===== src/rtl/regfile_writeback.sv =====
// Writeback stage for the 32x32 integer register file write port.
// Merges single-cycle ALU results with load results, queuing loads that
// collide with ALU writes, and issues at most one write per cycle.
// Optional feature macro: REGFILE_WB_FWD_EN enables the forwarding outputs;
// when undefined the forwarding ports are tied to zero.
module regfile_writeback #(
  parameter int DEPTH = 4
) (
  input  logic        clk,
  input  logic        rst_n,
  input  logic        alu_valid,
  input  logic [4:0]  alu_rd,
  input  logic [31:0] alu_data,
  input  logic        lsu_valid,
  output logic        lsu_ready,
  input  logic [4:0]  lsu_rd,
  input  logic [31:0] lsu_data,
  output logic        we3,
  output logic [4:0]  a3,
  output logic [31:0] wd3,
  output logic        busy,
  input  logic [4:0]  rs1,
  input  logic [4:0]  rs2,
  output logic        fwd1_hit,
  output logic        fwd2_hit,
  output logic [31:0] fwd1_data,
  output logic [31:0] fwd2_data
);

  localparam int PW = $clog2(DEPTH);
  localparam logic [PW:0] FULL_CNT = (PW+1)'(DEPTH);

  // Queue storage: rd/data need no reset, the valid bits gate everything.
  logic [4:0]       r_q_rd   [DEPTH];
  logic [31:0]      r_q_data [DEPTH];
  logic [DEPTH-1:0] r_q_vld;
  logic [PW-1:0]    r_wr_ptr;
  logic [PW-1:0]    r_rd_ptr;
  logic [PW:0]      r_count;

  logic        r_we3;
  logic [4:0]  r_a3;
  logic [31:0] r_wd3;

  logic             w_empty;
  logic             w_hs;
  logic             w_alu_sel;
  logic             w_pop;
  logic             w_direct;
  logic             w_push;
  logic             w_push_vld;
  logic             w_head_vld;
  logic [4:0]       w_head_rd;
  logic [31:0]      w_head_data;
  logic             w_we_next;
  logic [4:0]       w_a3_next;
  logic [31:0]      w_wd3_next;
  logic [DEPTH-1:0] w_vld_next;

  assign w_empty     = (r_count == '0);
  assign lsu_ready   = (r_count != FULL_CNT);
  assign w_hs        = lsu_valid && lsu_ready;
  assign w_alu_sel   = alu_valid && (alu_rd != 5'd0);
  assign w_pop       = !w_alu_sel && !w_empty;
  assign w_direct    = !w_alu_sel && w_empty && w_hs && (lsu_rd != 5'd0);
  assign w_push      = w_hs && (lsu_rd != 5'd0) && !w_direct;
  // A load pushed in the same cycle as an ALU write to the same rd is
  // already stale: the ALU result is architecturally younger.
  assign w_push_vld  = !(w_alu_sel && (alu_rd == lsu_rd));
  assign w_head_vld  = r_q_vld[r_rd_ptr];
  assign w_head_rd   = r_q_rd[r_rd_ptr];
  assign w_head_data = r_q_data[r_rd_ptr];

  // Per-entry valid next state: fill on push, drop on pop or WAW kill.
  generate
    for (genvar gi = 0; gi < DEPTH; gi++) begin : g_vld
      assign w_vld_next[gi] =
        (w_push && (r_wr_ptr == PW'(gi))) ? w_push_vld :
        (w_pop  && (r_rd_ptr == PW'(gi))) ? 1'b0 :
        (w_alu_sel && (r_q_rd[gi] == alu_rd)) ? 1'b0 : r_q_vld[gi];
    end
  endgenerate

  // Write selection: ALU, then queue head, then direct LSU.
  always_comb begin
    w_we_next  = 1'b0;
    w_a3_next  = r_a3;
    w_wd3_next = r_wd3;
    if (w_alu_sel) begin
      w_we_next  = 1'b1;
      w_a3_next  = alu_rd;
      w_wd3_next = alu_data;
    end else if (w_pop) begin
      w_we_next = w_head_vld;
      if (w_head_vld) begin
        w_a3_next  = w_head_rd;
        w_wd3_next = w_head_data;
      end
    end else if (w_direct) begin
      w_we_next  = 1'b1;
      w_a3_next  = lsu_rd;
      w_wd3_next = lsu_data;
    end
  end

  // Queue payload write at the tail.
  always_ff @(posedge clk) begin
    if (w_push) begin
      r_q_rd[r_wr_ptr]   <= lsu_rd;
      r_q_data[r_wr_ptr] <= lsu_data;
    end
  end

  // Queue control state: pointers, count and valid bits.
  always_ff @(posedge clk or negedge rst_n) begin
    if (!rst_n) begin
      r_wr_ptr <= '0;
      r_rd_ptr <= '0;
      r_count  <= '0;
      r_q_vld  <= '0;
    end else begin
      r_q_vld <= w_vld_next;
      if (w_push) r_wr_ptr <= r_wr_ptr + PW'(1);
      if (w_pop)  r_rd_ptr <= r_rd_ptr + PW'(1);
      r_count <= r_count + {{PW{1'b0}}, w_push} - {{PW{1'b0}}, w_pop};
    end
  end

  // Registered register-file write port.
  always_ff @(posedge clk or negedge rst_n) begin
    if (!rst_n) begin
      r_we3 <= 1'b0;
      r_a3  <= '0;
      r_wd3 <= '0;
    end else begin
      r_we3 <= w_we_next;
      r_a3  <= w_a3_next;
      r_wd3 <= w_wd3_next;
    end
  end

  assign we3  = r_we3;
  assign a3   = r_a3;
  assign wd3  = r_wd3;
  assign busy = !w_empty || r_we3;

`ifdef REGFILE_WB_FWD_EN
  assign fwd1_hit  = r_we3 && (r_a3 == rs1) && (rs1 != 5'd0);
  assign fwd2_hit  = r_we3 && (r_a3 == rs2) && (rs2 != 5'd0);
  assign fwd1_data = fwd1_hit ? r_wd3 : 32'd0;
  assign fwd2_data = fwd2_hit ? r_wd3 : 32'd0;
`else
  logic w_unused_rs;
  assign w_unused_rs = ^{rs1, rs2};
  assign fwd1_hit  = 1'b0;
  assign fwd2_hit  = 1'b0;
  assign fwd1_data = 32'd0;
  assign fwd2_data = 32'd0;
`endif

endmodule


===== config.mk =====
export PLATFORM = sky130hd
export DESIGN_NAME = regfile_writeback
export DESIGN_NICKNAME = d
export VERILOG_FILES = /design/src/rtl/regfile_writeback.sv
export SDC_FILE = /design/constraint.sdc
export NUM_CORES = 1
export LEC_CHECK = 0
export ABC_AREA = 1
export CORE_ASPECT_RATIO = 0.6
export CORE_MARGIN = 4
export CORE_UTILIZATION = 56
export CTS_CLUSTER_SIZE = 10
export DETAILED_ROUTE_END_ITERATION = 6
export GPL_TIMING_DRIVEN = 0
export HOLD_SLACK_MARGIN = 0.02
export PLACE_DENSITY = 0.95
export SLEW_MARGIN = 20
export SYNTH_ARGS = -nofsm -noshare
export SYNTH_HDL_FRONTEND = slang
export SYNTH_SLANG_ARGS = --single-unit

===== constraint.sdc =====
create_clock -name clk -period 3.5 [get_ports clk]
set_clock_uncertainty 0.15 [all_clocks]
set_input_delay 0.7 -clock clk [delete_from_list [all_inputs] [get_ports clk]]
set_output_delay 0.7 -clock clk [all_outputs]
set_load 0.02 [all_outputs]

Word level (Yosys, flattened, before mapping):

Memories as Yosys holds them, arrays and structs flattened.
Cells that the tools add are included.

* bits in registers: 49
* RAM bits: 148
* output and inout bits: 106
* logic and storage cells: 94
* memories: 2

Memories
* r_q_data: depth 4, width 32, rd ports 1, clocked after memory_dff 0, wr ports 1, RTL line 35 `logic [31:0] r_q_data [DEPTH];`
* r_q_rd: depth 4, width 5, rd ports 5, clocked after memory_dff 0, wr ports 1, RTL line 34 `logic [4:0] r_q_rd [DEPTH];`

* add/subtract/negate cells: 4
* order comparisons: 1
* eq/ne operators: 13
* mux-type cells: 27
* reductions and logical operators: 37

Operator list (number)
* $mux 32: 4
* $eq 5x5->1: 5
* $logic_and 1x1->1: 21
* $mux 5: 4
* $mux 1: 18
* $reduce_bool 3->1: 5
* $reduce_bool 5->1: 2
* $eq 2x2->1 const B: 4
* $add 2x1->2 const B: 2
* $eq 2x1->1 const B: 2
* $logic_not 1->1: 4
* $logic_not 2->1: 2
* $add 3x1->3: 1
* $logic_not 3->1: 1
* $lt 2x3->1 const B: 1
* $ne 3x2->1 const B: 1
* $ne 3x3->1 const B: 1
* $sub 3x1->3: 1
* $bmux 1 s2: 1
* $reduce_and 2->1: 1
* $logic_or 1x1->1: 1

Logic depth before layout (Yosys ltp):

* depth in word-level cells: 10
* gate-level depth with buffers: 13
* mapped depth without buffers: 11

Worst setup path before layout:

OpenSTA, ideal clock, no wires.

* path type: input -> register
* start: in alu_rd[4]
* end: reg r_count[2]
* library setup time: 123 ps
* arrival: 2442 ps
* data required time: 3227 ps
* setup slack: 786 ps
* cell stages on the path: 13
* path buffers: 2
* cell sequence: buf_4 -> nor2_2 -> nand3_2 -> nand2_4 -> nand2_4 -> inv_2 -> buf_2 -> ha_1 -> inv_1 -> ha_1 -> inv_1 -> fa_1 -> xnor2_1

* longest elaborated chain between the ends: 10
* elaborated cells between the ends (all ways): 11
* classes of those cells: add/sub: 2; reduce/logical: 9

RTL lines
* start: declaration: RTL line 12 `input logic [4:0] alu_rd,`
* $reduce_bool 5->1 *: RTL line 63 `assign w_alu_sel = alu_valid && (alu_rd != 5'd0);`
* $logic_and 1x1->1 *: RTL line 63
* $logic_not 1->1 *: RTL line 64, 65
* $logic_and 1x1->1 (3 in a row): RTL line 65 `assign w_direct = !w_alu_sel && w_empty && w_hs && (lsu_rd != 5'd0);`
* $logic_not 1->1: RTL line 66 `assign w_push = w_hs && (lsu_rd != 5'd0) && !w_direct;`
* $logic_and 1x1->1: RTL line 66
* $add 3x1->3: RTL line 125 `r_count <= r_count + {{PW{1'b0}}, w_push} - {{PW{1'b0}}, w_pop};`
* $sub 3x1->3 *: RTL line 125
* end signal: assignment: RTL line 125
* end: declaration: RTL line 39 `logic [PW:0] r_count;`

Every way passes the cells marked *; elsewhere a longest branch is shown, timed or not.
A chain may end at the register's enable or synchronous reset.

Final worst setup path:

* start: reg r_count[1]
* end: out busy

* longest elaborated chain between the ends: 3

RTL lines
* $logic_not 3->1: RTL line 60 `assign w_empty = (r_count == '0);`
* $logic_not 1->1: RTL line 145 `assign busy = !w_empty || r_we3;`
* $logic_or 1x1->1: RTL line 145
* end: declaration: RTL line 21 `output logic busy,`

Every way passes these cells.

==> run_results.csv <==
group,metric,value,unit
status,status,"finished clean",
yosys,ys.flop_type,"edfxtp_1",
yosys,yosysWarnings,0,
die,io_pins,194,
die,start_util,57.7,%
global_routing,grt_pass1_wl,40700,µm
timing,rsz0062_at_grt,"no",
yosys,synth.top_cells.by_count,"nand2_1, nor2_1, edfxtp_1",
die,die_h,109,µm
power_and_ir_drop,p_leak,0.00507,µW
placement,place_worst_setup_slack,148,ps
placement,place.gp.congestion,0.860,
cts,clk_pin_slew_worst_paths,70,ps
yosys,syn_area,9460,µm²
final_layout,fin_nets,1277,
drt,dr.pass1.iters,6,
placement,place_area,11200,µm²
timing,fmax,326,MHz
yosys,synth_edf_count,148,
timing,layout_worst_path_cycle_share,87.6,%
cts,cts_tree,"yes",
timing,worst_pin_slew,745,ps
worst_setup_path,crit_path_start_kind,"register",
yosys,synthArstFlopShare,24.9,%
cts,postCtsSetupRepairBufs,0,
final_layout,drive_above_1_share,12.8,%
cts,postCtsHoldBufs,0,
yosys,avgSynthCellArea,9.68,µm²
cts,clkLatencyLatePin,440,ps
hold_path,min_path_type,"input port to async pin",
yosys,yosys.cell_count.top_type,"nand2_1",
yosys,synth.top_cell.area_share,47.0,%
power_and_ir_drop,peakVddDrop,496,µV
timing,slew_violations,0,
die,die_w,176,µm
timing,fin_crit,3070,ps
yosys,ys_ff_latch,197,
final_layout,stdcell_count,1419,
drt,postRouteAntennaNets,0,
placement,io_buffers,112,
die,rows,36,
yosys,syn_inst,978,
drt,routed_wl,26800,µm
yosys,yosys.area.top_type,"edfxtp_1",
final_layout,stdcell_area,11800,µm²
timing,final_hold_viol_count,0,
worst_setup_path,crit_start,"r_count[1]",
drt,routedWlPerCell,18.9,µm
timing,worst_slack,433,ps
cts,cts_buffers,17,
placement,hpwl,17900,µm
placement,dp.cells,1387,
worst_setup_path,path_class,"register to primary output",
flow_run,maxCapViolations,0,
die,core-area,16400,µm²
power_and_ir_drop,power_density,811,nW/µm²
worst_setup_path,cp.arrival,2220,ps
global_routing,overflow,0,
worst_setup_path,cp_data_required_time,2650,ps
worst_setup_path,regToRegStartpoint,"r_count[1]",
yosys,yosys-top-cells-area,"edfxtp_1, dfrtp_1, nand2_1, nor2_1, buf_4",
drt,vias,7776,
global_routing,track_usage,28.1,%
cts,cts_buffer_depth,2,
global_routing,first_global_vias,7650,
drt,drc_errors,0,
cts,htreeDepth,4,
yosys,synth_cell_type_count,31,
cts,ctsResizeCount,0,
timing,setup_viol,0,
final_layout,area_growth,24.8,%
worst_setup_path,end_kind,"primary output",
drt,vias_per_cell,5.48,
global_routing,antenna_found_initial,2,
cts,cts_root_buf,"clkbuf_16",
global_routing,grt_max_degree,50,
cts,cts.sinks,197,
yosys,ys_seq_area_share,59.9,%
drt,drtIter0Drc,1031,
final_layout,diodes,0,
timing,max-slew-margin-rel,50.3,%
worst_setup_path,critPathMaxFanout,6,
final_layout,nFillCells,1137,
die,die_area,19100,µm²
## sequential cells by signal, indices dropped and copies added (netlist names)
name      flops
r_q_data    128
r_wr_ptr      2
r_q_vld       4
we3           1
wd3          32
r_q_rd       20
r_count       3
r_rd_ptr      2
a3            5
## per-stage QoR
stage | total power (µW) | setup TNS [ps] | util (%) | hold slack (ps)
floorplan | 5930 | 0 | - | 254
finish | 9570 | 0 | 72.0 | 172
global route | 10100 | 0 | 72.0 | 222
global placement | 7240 | -41100 | 67.8 | 312
CTS | 9500 | 0 | 72.0 | 187
detailed placement | 7480 | 0 | 68.3 | 314
## area by class of cell
cell class | instances | area, µm² | area share [%]
Multi-Input combinational cell | 700 | 3160 | 26.8
Buffer | 118 | 769 | 6.52
Tap cell | 228 | 285 | 2.42
Sequential cell | 197 | 5670 | 48.0
Inverter | 28 | 105 | 0.890
Clock buffer | 18 | 429 | 3.64
Clock inverter | 14 | 171 | 1.45
Timing Repair Buffer | 116 | 1210 | 10.3
## power by group
group,internal [µW],switching (µW)
Combinational,1450,2660
Clock,1080,925
Sequential,3180,281
## path summary, 6_finish.rpt
kind / to / slack (ps) / cells after the start
max in group asynchronous: r_q_vld[3] / 2530 / 1
min reg2reg: wd3[8] / 330 / 2
min in group clk: wd3[8] / 330 / 2
max reg2reg: r_count[1] / 800 / 11
min: wd3[1] / 170 / 1
max: busy / 430 / 4
## cell usage in the layout, fill, tap and decap left out, types with 2 or more instances in the layout
master	n
dfrtp_1	49
inv_8	3
inv_1	19
clkinv_4	3
o21ai_0	73
buf_6	5
bufinv_16	2
buf_1	9
clkinvlp_4	2
nand3_1	87
clkdlybuf4s50_1	111
xor2_1	15
conb_1	66
nand2_1	262
nand2_4	3
nor2_2	2
xnor2_1	8
ha_1	10
edfxtp_1	148
buf_2	18
nand4_1	5
nor2_1	154
o211ai_1	4
nand3_2	2
buf_4	72
inv_2	9
clkbuf_1	16
buf_12	2
buf_16	2
clkbuf_16	17
## layer usage
| layer | share of wire (%) | routed length [µm] | GRT usage (%) | vias up |
|---|---|---|---|---|
| met5 | 0.093 | 25 | 0 | - |
| met4 | 3.0 | 794 | 10.4 | 4 |
| met3 | 13 | 3370 | 7.52 | 91 |
| met2 | 47 | 12500 | 45.5 | 597 |
| met1 | 38 | 10100 | 37.2 | 3588 |
| li1 | - | - | - | 3496 |
## logic make-up after synthesis
logic type / after synthesis / share of synthesized area (%)
AND/OR/NAND/NOR: 520 / 22.6
flip-flops: 197 / 59.9
buffers and inverters: 146 / 9.24
AO/OA/AOI/OAI: 80 / 4.50
XOR/XNOR: 23 / 2.13
adder cells (fa/ha/maj): 11 / 1.53
other: 1 / 0.0396
## worst max-delay path, cell delays in order (launching register included)
cell	delay, ps
dfrtp_1	460
nor3_4	320
inv_2	150
or2_2	300
clkdlybuf4s50_1	540
(Power assumes the default switching activity.)
